[src/rtl/crc_frame_receiver.sv]
// crc_frame_receiver
//   Parses framed bytes from a UART receiver: SOF_BYTE, LEN, LEN payload bytes, CRC-8.
//   Payload bytes are forwarded one cycle after their strobe; a single-cycle frame_done
//   strobe reports the end of every frame (good, CRC error, bad length or inter-byte timeout).
//
// Parameters
//   SOF_BYTE        start-of-frame marker
//   MAX_LEN         largest legal payload length in bytes (1..255)
//   TIMEOUT_CYCLES  longest silence tolerated between bytes inside a frame (>= 2)
//
// Ports
//   clk         rising-edge clock
//   reset       asynchronous active-high reset
//   rx_data     received byte, qualified by rx_valid (single-cycle strobe, no backpressure)
//   pay_data    payload byte, qualified by pay_valid
//   frame_done  single-cycle end-of-frame / abort strobe
//   frame_ok    result of the last frame, held until the next frame_done
//   err_code    00 none, 01 CRC mismatch, 10 bad length, 11 timeout (held like frame_ok)
//   busy        high while a frame is in progress
module crc_frame_receiver #(
  parameter logic [7:0]  SOF_BYTE       = 8'hA5,
  parameter int unsigned MAX_LEN        = 16,
  parameter int unsigned TIMEOUT_CYCLES = 100000
) (
  input  logic       clk,
  input  logic       reset,
  input  logic [7:0] rx_data,
  input  logic       rx_valid,
  output logic [7:0] pay_data,
  output logic       pay_valid,
  output logic       frame_done,
  output logic       frame_ok,
  output logic [1:0] err_code,
  output logic       busy
);

  localparam int unsigned TmoW   = $clog2(TIMEOUT_CYCLES + 1);
  localparam logic [7:0]  MaxLen = 8'(MAX_LEN);

  localparam logic [1:0] ErrNone = 2'b00;
  localparam logic [1:0] ErrCrc  = 2'b01;
  localparam logic [1:0] ErrLen  = 2'b10;
  localparam logic [1:0] ErrTmo  = 2'b11;

  typedef enum logic [1:0] {StIdle, StLen, StData, StCrc} state_e;

  state_e          state_q, state_d;
  logic [7:0]      cnt_q, cnt_d;
  logic [7:0]      crc_q, crc_d;
  logic [TmoW-1:0] tmo_q, tmo_d;
  logic [7:0]      pay_data_q, pay_data_d;
  logic            pay_valid_q, pay_valid_d;
  logic            done_q, done_d;
  logic            ok_q, ok_d;
  logic [1:0]      err_q, err_d;

  logic [7:0] crc_next;
  logic       len_bad;
  logic       tmo_fire;

  // CRC-8, polynomial x^8+x^2+x+1, MSB first, one whole byte per call.
  function automatic logic [7:0] crc8_byte(input logic [7:0] crc, input logic [7:0] data);
    logic [7:0] c;
    c = crc ^ data;
    for (int i = 0; i < 8; i++) begin
      c = c[7] ? ({c[6:0], 1'b0} ^ 8'h07) : {c[6:0], 1'b0};
    end
    return c;
  endfunction

  assign crc_next = crc8_byte(crc_q, rx_data);
  assign len_bad  = rx_data > MaxLen;
  // The counter would reach TIMEOUT_CYCLES at this edge; an arriving byte wins.
  assign tmo_fire = (state_q != StIdle) && !rx_valid &&
                    (tmo_q == TmoW'(TIMEOUT_CYCLES - 1));

  // State register
  always_ff @(posedge clk or posedge reset) begin
    if (reset) begin
      state_q     <= StIdle;
      cnt_q       <= '0;
      crc_q       <= '0;
      tmo_q       <= '0;
      pay_data_q  <= '0;
      pay_valid_q <= 1'b0;
      done_q      <= 1'b0;
      ok_q        <= 1'b0;
      err_q       <= ErrNone;
    end else begin
      state_q     <= state_d;
      cnt_q       <= cnt_d;
      crc_q       <= crc_d;
      tmo_q       <= tmo_d;
      pay_data_q  <= pay_data_d;
      pay_valid_q <= pay_valid_d;
      done_q      <= done_d;
      ok_q        <= ok_d;
      err_q       <= err_d;
    end
  end

  // Next state, length counter, CRC accumulator and timeout counter
  always_comb begin
    state_d = state_q;
    cnt_d   = cnt_q;
    crc_d   = crc_q;
    unique case (state_q)
      StIdle: begin
        if (rx_valid && (rx_data == SOF_BYTE)) begin
          state_d = StLen;
          crc_d   = '0;
        end
      end
      StLen: begin
        if (rx_valid) begin
          crc_d = crc_next;
          if (rx_data == 8'h00) begin
            state_d = StCrc;
          end else if (len_bad) begin
            state_d = StIdle;
          end else begin
            cnt_d   = rx_data;
            state_d = StData;
          end
        end else if (tmo_fire) begin
          state_d = StIdle;
        end
      end
      StData: begin
        if (rx_valid) begin
          crc_d = crc_next;
          cnt_d = cnt_q - 8'd1;
          if (cnt_q == 8'd1) begin
            state_d = StCrc;
          end
        end else if (tmo_fire) begin
          state_d = StIdle;
        end
      end
      StCrc: begin
        if (rx_valid || tmo_fire) begin
          state_d = StIdle;
        end
      end
      default: state_d = StIdle;
    endcase

    // Cleared by every accepted byte and whenever the frame is (or becomes) idle.
    if ((state_d == StIdle) || rx_valid) begin
      tmo_d = '0;
    end else begin
      tmo_d = tmo_q + TmoW'(1);
    end
  end

  // Registered outputs: next values, plus busy
  always_comb begin
    pay_data_d  = pay_data_q;
    pay_valid_d = 1'b0;
    done_d      = 1'b0;
    ok_d        = ok_q;
    err_d       = err_q;
    unique case (state_q)
      StIdle: ;
      StLen: begin
        if (rx_valid) begin
          if (len_bad) begin
            done_d = 1'b1;
            ok_d   = 1'b0;
            err_d  = ErrLen;
          end
        end else if (tmo_fire) begin
          done_d = 1'b1;
          ok_d   = 1'b0;
          err_d  = ErrTmo;
        end
      end
      StData: begin
        if (rx_valid) begin
          pay_valid_d = 1'b1;
          pay_data_d  = rx_data;
        end else if (tmo_fire) begin
          done_d = 1'b1;
          ok_d   = 1'b0;
          err_d  = ErrTmo;
        end
      end
      StCrc: begin
        if (rx_valid) begin
          done_d = 1'b1;
          ok_d   = (rx_data == crc_q);
          err_d  = (rx_data == crc_q) ? ErrNone : ErrCrc;
        end else if (tmo_fire) begin
          done_d = 1'b1;
          ok_d   = 1'b0;
          err_d  = ErrTmo;
        end
      end
      default: ;
    endcase
    busy = (state_q != StIdle);
  end

  assign pay_data   = pay_data_q;
  assign pay_valid  = pay_valid_q;
  assign frame_done = done_q;
  assign frame_ok   = ok_q;
  assign err_code   = err_q;

endmodule

[config.mk]
export PLATFORM = sky130hd
export DESIGN_NAME = crc_frame_receiver
export DESIGN_NICKNAME = d
export VERILOG_FILES = /design/src/rtl/crc_frame_receiver.sv
export SDC_FILE = /design/constraint.sdc
export NUM_CORES = 1
export LEC_CHECK = 0
export ABC_AREA = 1
export CORE_MARGIN = 4
export CORE_UTILIZATION = 40
export CTS_CLUSTER_SIZE = 30
export DETAILED_ROUTE_END_ITERATION = 10
export PLACE_DENSITY_LB_ADDON = 0.1
export SLEW_MARGIN = 40
export SYNTH_ARGS = -nofsm -noshare
export SYNTH_HDL_FRONTEND = slang
export SYNTH_SLANG_ARGS = --single-unit
[constraint.sdc]
create_clock -name clk -period 2.22 [get_ports clk]
set_input_delay 0.444 -clock clk [delete_from_list [all_inputs] [get_ports clk]]
set_output_delay 0.444 -clock clk [all_outputs]
set_load 0.01 [all_outputs]
==> results.md, run 1 <==
- Root buf cell: clkbuf_8
- Post-CTS resize count: 1
- Max Cap Viol: 0
- Final setup vio count: 0
- Drt first pass iters: 4
- Leak: 1.57 nW
- Hold slack: between 0.4 and 0.5 ns
- Slowest stage delay, CP: around 0.48 ns
- Int Power: 1.77 mW
- DRT antenna net count: 0
- Final WL: around 6.5 mm
- Register area share after synthesis: 0.415
- Pwr/cell area: 807 nW/um^2
- Share of cells above drive strength 1: 0.0998
- Placer Congestion: 0.838
- Num CTS Buffers: 5
- Slew headroom: 0.748
- Critical path capture point type: register
- Clock Latency Late Sink: 0.29 ns
- Overall Power: 2.80 mW
- Crit Path Max Fanout: 16
- Switching power share of the total: 0.369
- Run status: finished, final reports clean
- Routed length per instance: 12.9 um
- Tmin final: 1.94 ns
- Placed cell count: 499
- Most frequent cells in the layout: nand2_1, dfrtp_1, nor2_1, o21ai_0, inv_1
- Total congestion overflow: 0
- Slowest-stage cell, CP: clkdlybuf4s50_1
- Netlist cell types: 36
- Area growth, synth to finish: 19.6%
- Data required time at the worst endpoint: ~2.4 ns
- Tcrit/Tclk final: 0.872
- Crit path arrival time: 2.10 ns
- Net Sw Power: 1.03 mW
- Core Footprint: 6910 um^2
- Post-CTS Setup Inserts: 0
- Post-Syn Instances: 368
- Synthesis-stage register bit count: 48
- Count of warnings emitted by yosys: 0
- WS Path Type: primary input to register
- Rows: 30
- GRT Util Overall: 0.162
- Non-filler instance count after layout: slightly above 500
- Hold Path Class: register to register
- Largest net degree at the start of global routing: 49
- Least-Margin Pin Slew: 0.379 ns
- Net Count, Synth: 389
- Post-CTS Hold Fix Bufs: 0
- First-pass GRT wire length: around 11 mm
- Crit path max-delay family: buffers and inverters
- Ant. Diodes: 0
- Avg Cell Area, Syn: around 7.9 um^2
- Final worst slack: roughly 0.28 ns
- Die Ht: between 90 and 100 um
- Htree depth: 2
- DRC viols: 0
- Commonest non-fill, non-tap cell in the layout: nand2_1
- Die Area: 8670 um^2
- Hpwl dp: a little under 5 mm
- Clock share of power: 0.191
- Final Hold Viols: 0
- Total Nets Final: ~430
- Comb power frac: 0.404
- Critical path launch point type: primary input
- Via count: ~2400
- Initial antenna violation count: 0
- Synth async-reset ratio: 1.00
- Starting Density: 0.420
- Unrepaired setup endpoints after global routing: no
- Number of vias per cell: 4.78
- Slew Limit Fails: 0
- Cell area after technology mapping: ~2900 um^2
- FMAX: between 500 and 600 MHz
- Vias in the first global route: 2350
- Clk sinks: 48
- I/O Buffers: 24
- Pre-CTS WS: -0.0155 ns
- DRT iter0 DRCs: 149
- VDD IR max: 513 uV
- Ports: 25
- CTS clk-pin slew, worst paths: 0.08 ns
- Synth Flop Type: dfrtp_1
- Max clock buf depth: 2
- Sequential share of power: 0.405
- Worst path cell trace: clkdlybuf4s50_1 -> buf_4 -> nor3_4 -> nand3_2 -> o22ai_1 -> o21a_2 -> o21ai_0
- Die Span X: 93.1 um
- Number of synthesized flops with an enable pin: 0
- CTS tree: yes
- Final Skew: 0.00665 ns
- Buf+Inv Stages, Crit Path: 2
-- power by group through the flow --
stage	Sequential, mW	Combinational [mW]	Clock, mW
after floorplan	1.12	0.832	0
after global placement	1.15	1.12	0
after detailed placement	1.15	1.13	0
after CTS	1.13	1.14	0.558
after global routing	1.15	1.30	0.590
final	1.13	1.13	0.534
-- final cells by class --
class                   count  area (um^2)
clock buffers               8         90.1
inverters                  45          169
multi-input cells         268         1480
fillers                   699         3440
repair buffers             42          403
well taps                  96          120
flip-flops and latches     48         1200
-- per-layer routing --
layer,part of all wire,vias up,GRT usage
met5,0,-,0
met3,0.040,5,0.0298
met4,0.0089,0,0.0379
li1,-,1266,-
met1,0.51,1102,0.236
met2,0.44,50,0.248
-- path summary, 6_finish.rpt --
| kind | from | endpoint | slack (ns) | depth (start not counted) |
|---|---|---|---|---|
| max | rx_data[6] | cnt_q[1] | 0.28 | 7 |
| min | tmo_q[0] | tmo_q[0] | 0.46 | 1 |
| max reg2reg | state_q[0] | tmo_q[11] | 0.34 | 12 |
| min reg2reg | tmo_q[0] | tmo_q[0] | 0.46 | 1 |
| max in group asynchronous | reset | tmo_q[8] | 1.49 | 3 |
| min in group asynchronous | reset | pay_valid | 0.51 | 3 |
-- per-stage QoR --
step / TNS, ns / util / instance area [um^2]
after floorplan: 0 / - / 2900
after global placement: 0 / 0.488 / 3370
after detailed placement: -0.0155 / 0.488 / 3370
after CTS: 0 / 0.502 / 3460
after global routing: 0 / 0.502 / 3470
final: 0 / 0.502 / 3470
-- Yosys cell counts, drive strengths merged (3+ instances only) --
cell type	instances	area, um^2
o21ai	46	230
buf	4	35.0
inv	45	169
nor2	49	194
nand4	4	25.0
a21oi	5	25.0
dfrtp	48	1200
nand3	30	170
clkbuf	3	11.3
ha	10	125
xnor2	15	139
nor3	6	51.3
nand2	74	290
xor2	16	140
-- state kept, by name (all words and copies together), names as in the netlist --
register    count
tmo_q          17
cnt_q           8
crc_q           8
pay_data        8
err_code        2
state_q         2
frame_done      1
frame_ok        1
pay_valid       1
-- cell families (layout without fill, tap and decap cells) --
group	Yosys count	count (layout)	share of synthesized area
buf+inv	52	95	0.0743
compound gates	59	59	0.109
fa+ha+maj	10	10	0.0432
xor+xnor	31	31	0.0963
flops	48	48	0.415
simple gates	168	168	0.263
Note: power is estimated with default switching activity, not from simulation.
==> run 2: changes to the inputs <==
SETUP_SLACK_MARGIN = 0.05   (was not set)
==> results.md, run 2 (synthesis gave the netlist of run 1 again) <==
- Run status: finished, final reports clean
- Rows: 30
- Filler cells: 700
- Tmin final: 1.97 ns
- Overall Power: 2.79 mW
- Max Cap Viol: 0
- Reg2reg start: state_q[0]
- Worst r2r dst: tmo_q[8]
- DRC viols: 0
- Data required time at the worst endpoint: 1.78 ns
- Clock Latency Late Sink: 0.29 ns
- Slowest stage delay, CP: slightly above 0.4 ns
- Unrepaired setup endpoints after global routing: no
- Slew headroom: 0.747
- Slowest-stage cell, CP: dfrtp_1
- Final WL: 6.57 mm
- Die Area: 8670 um^2
- GRT Util Overall: 0.162
- WHS Endpoint: tmo_q[0]
- Register-to-Register Path Depth: 12
- I/O Buffers: 24
- Final Hold Viols: 0
- Placed cell count: roughly 500
- Starting Density: 0.420
- Critical path launch point type: register
- Die Ht: 93.1 um
- VDD IR max: 510 uV
- Largest register FFs: 17
- Worst path cell trace: inv_1 -> ha_2 -> inv_1 -> dlygate4sd2_1
- Number of vias per cell: 4.79
- DRT antenna net count: 0
- Die Span X: 93.1 um
- Num CTS Buffers: 5
- Biggest register: tmo_q
- Core Footprint: 6910 um^2
- Crit path arrival time: 1.53 ns
- Max clock buf depth: 2
- Hold_sp: tmo_q[0]
- Leak: 1.56 nW
- CTS clk-pin slew, worst paths: 0.09 ns
- Placer Congestion: roughly 0.84
- Cell mode on critical path: inv_1
- Share of cells above drive strength 1: 0.0998
- Total Nets Final: 431
- Slew Limit Fails: 0
- Hpwl dp: 4.85 mm
- Hold path cells: 1
- Crit Path Max Fanout: 5
- First-pass GRT wire length: 11.3 mm
- Pwr/cell area: 806 nW/um^2
- Total congestion overflow: 0
- Drt first pass iters: 5
- Hold Path Class: register to register
- Reg-to-reg slack, setup: 0.34 ns
- WS Path Type: register to output pin
- Commonest non-fill, non-tap cell in the layout: nand2_1
- Root buf cell: clkbuf_8
- CTS tree: yes
- Routed length per instance: 12.9 um
- Non-filler instance count after layout: 507
- Area growth, synth to finish: 19.5%
- Largest net degree at the start of global routing: 49
- Final Skew: ~0.0060 ns
- Initial antenna violation count: 0
- Least-Margin Pin Slew: 0.380 ns
- Htree depth: 2
- DRT iter0 DRCs: 160
- Final setup vio count: 0
- Most frequent cells in the layout: nand2_1, dfrtp_1, nor2_1, o21ai_0, inv_1
- Clk sinks: 48
- Ports: 25
- Ant. Diodes: 0
- Via count: 2427
- Vias in the first global route: 2350
- FMAX: 507 MHz
- Tcrit/Tclk final: 0.889
- Post-CTS Hold Fix Bufs: 0
- Critical path capture point type: output pin
[run 2: critical path: cells and delay by family (launching register included)]
family                   cells  cell delay (ns)
buffers and inverters        3             0.56
flip-flops                   1             0.41
adder cells (fa/ha/maj)      1             0.27
[run 2: layout make-up]
type                       count  area, um^2  share of cell area
multi-input combinational    268        1480               0.428
sequential                    48        1200               0.347
timing repair buffer          42         399               0.115
inverter                      45         169              0.0488
tap                           96         120              0.0347
clock buffer                   8        90.1              0.0260
[run 2: timing repair]
item / 4_1_cts / 5_1_grt
setup endpoints to repair: 1 / 0
resized for setup: 2 / 0
buffers inserted: 0 / 0
[run 2: power by group]
| group | switching [mW] | total (mW) | internal (mW) |
|---|---|---|---|
| Sequential | 0.104 | 1.13 | 1.03 |
| Clock | 0.282 | 0.536 | 0.255 |
| Combinational | 0.643 | 1.12 | 0.481 |
| Total | 1.03 | 2.79 | 1.76 |
[run 2: worst max-delay path by stage]
| stage | slack, ns | from | cells past startpoint | to |
|---|---|---|---|---|
| after floorplan | 0.43 | state_q[1] | 13 | tmo_q[11] |
| after global placement | 0.02 | rx_data[6] | 7 | cnt_q[1] |
| after detailed placement | -0.02 | rx_data[6] | 7 | cnt_q[1] |
| after CTS | 0.24 | state_q[0] | 4 | busy |
| after global routing | 0.08 | rx_data[3] | 10 | frame_ok |
| final | 0.25 | state_q[0] | 4 | busy |
[run 2: routing by layer]
layer,vias to the layer above,part of all wire,global-route usage
met4,0,0.0081,0.0379
li1,1264,-,-
met5,-,0,0
met1,1094,0.50,0.236
met3,4,0.050,0.0298
met2,65,0.44,0.248
[run 2: stage by stage]
stage          TNS, ns  setup slack [ns]  instance area [um^2]  hold WS [ns]   util
2_1_floorplan        0             0.428                  2900         0.431      -
3_3_place_gp         0            0.0189                  3370         0.456  0.488
3_5_place_dp   -0.0155           -0.0155                  3370         0.453  0.488
4_1_cts              0             0.242                  3460         0.467  0.501
5_1_grt              0            0.0830                  3460         0.480  0.501
6_report             0             0.247                  3460         0.463  0.501
==> run 3: changes to the inputs <==
CTS_CLUSTER_SIZE = 16   (was 30)
==> results of run 3 <==
The final DEF is identical to that of run 2; final timing and power are the same.
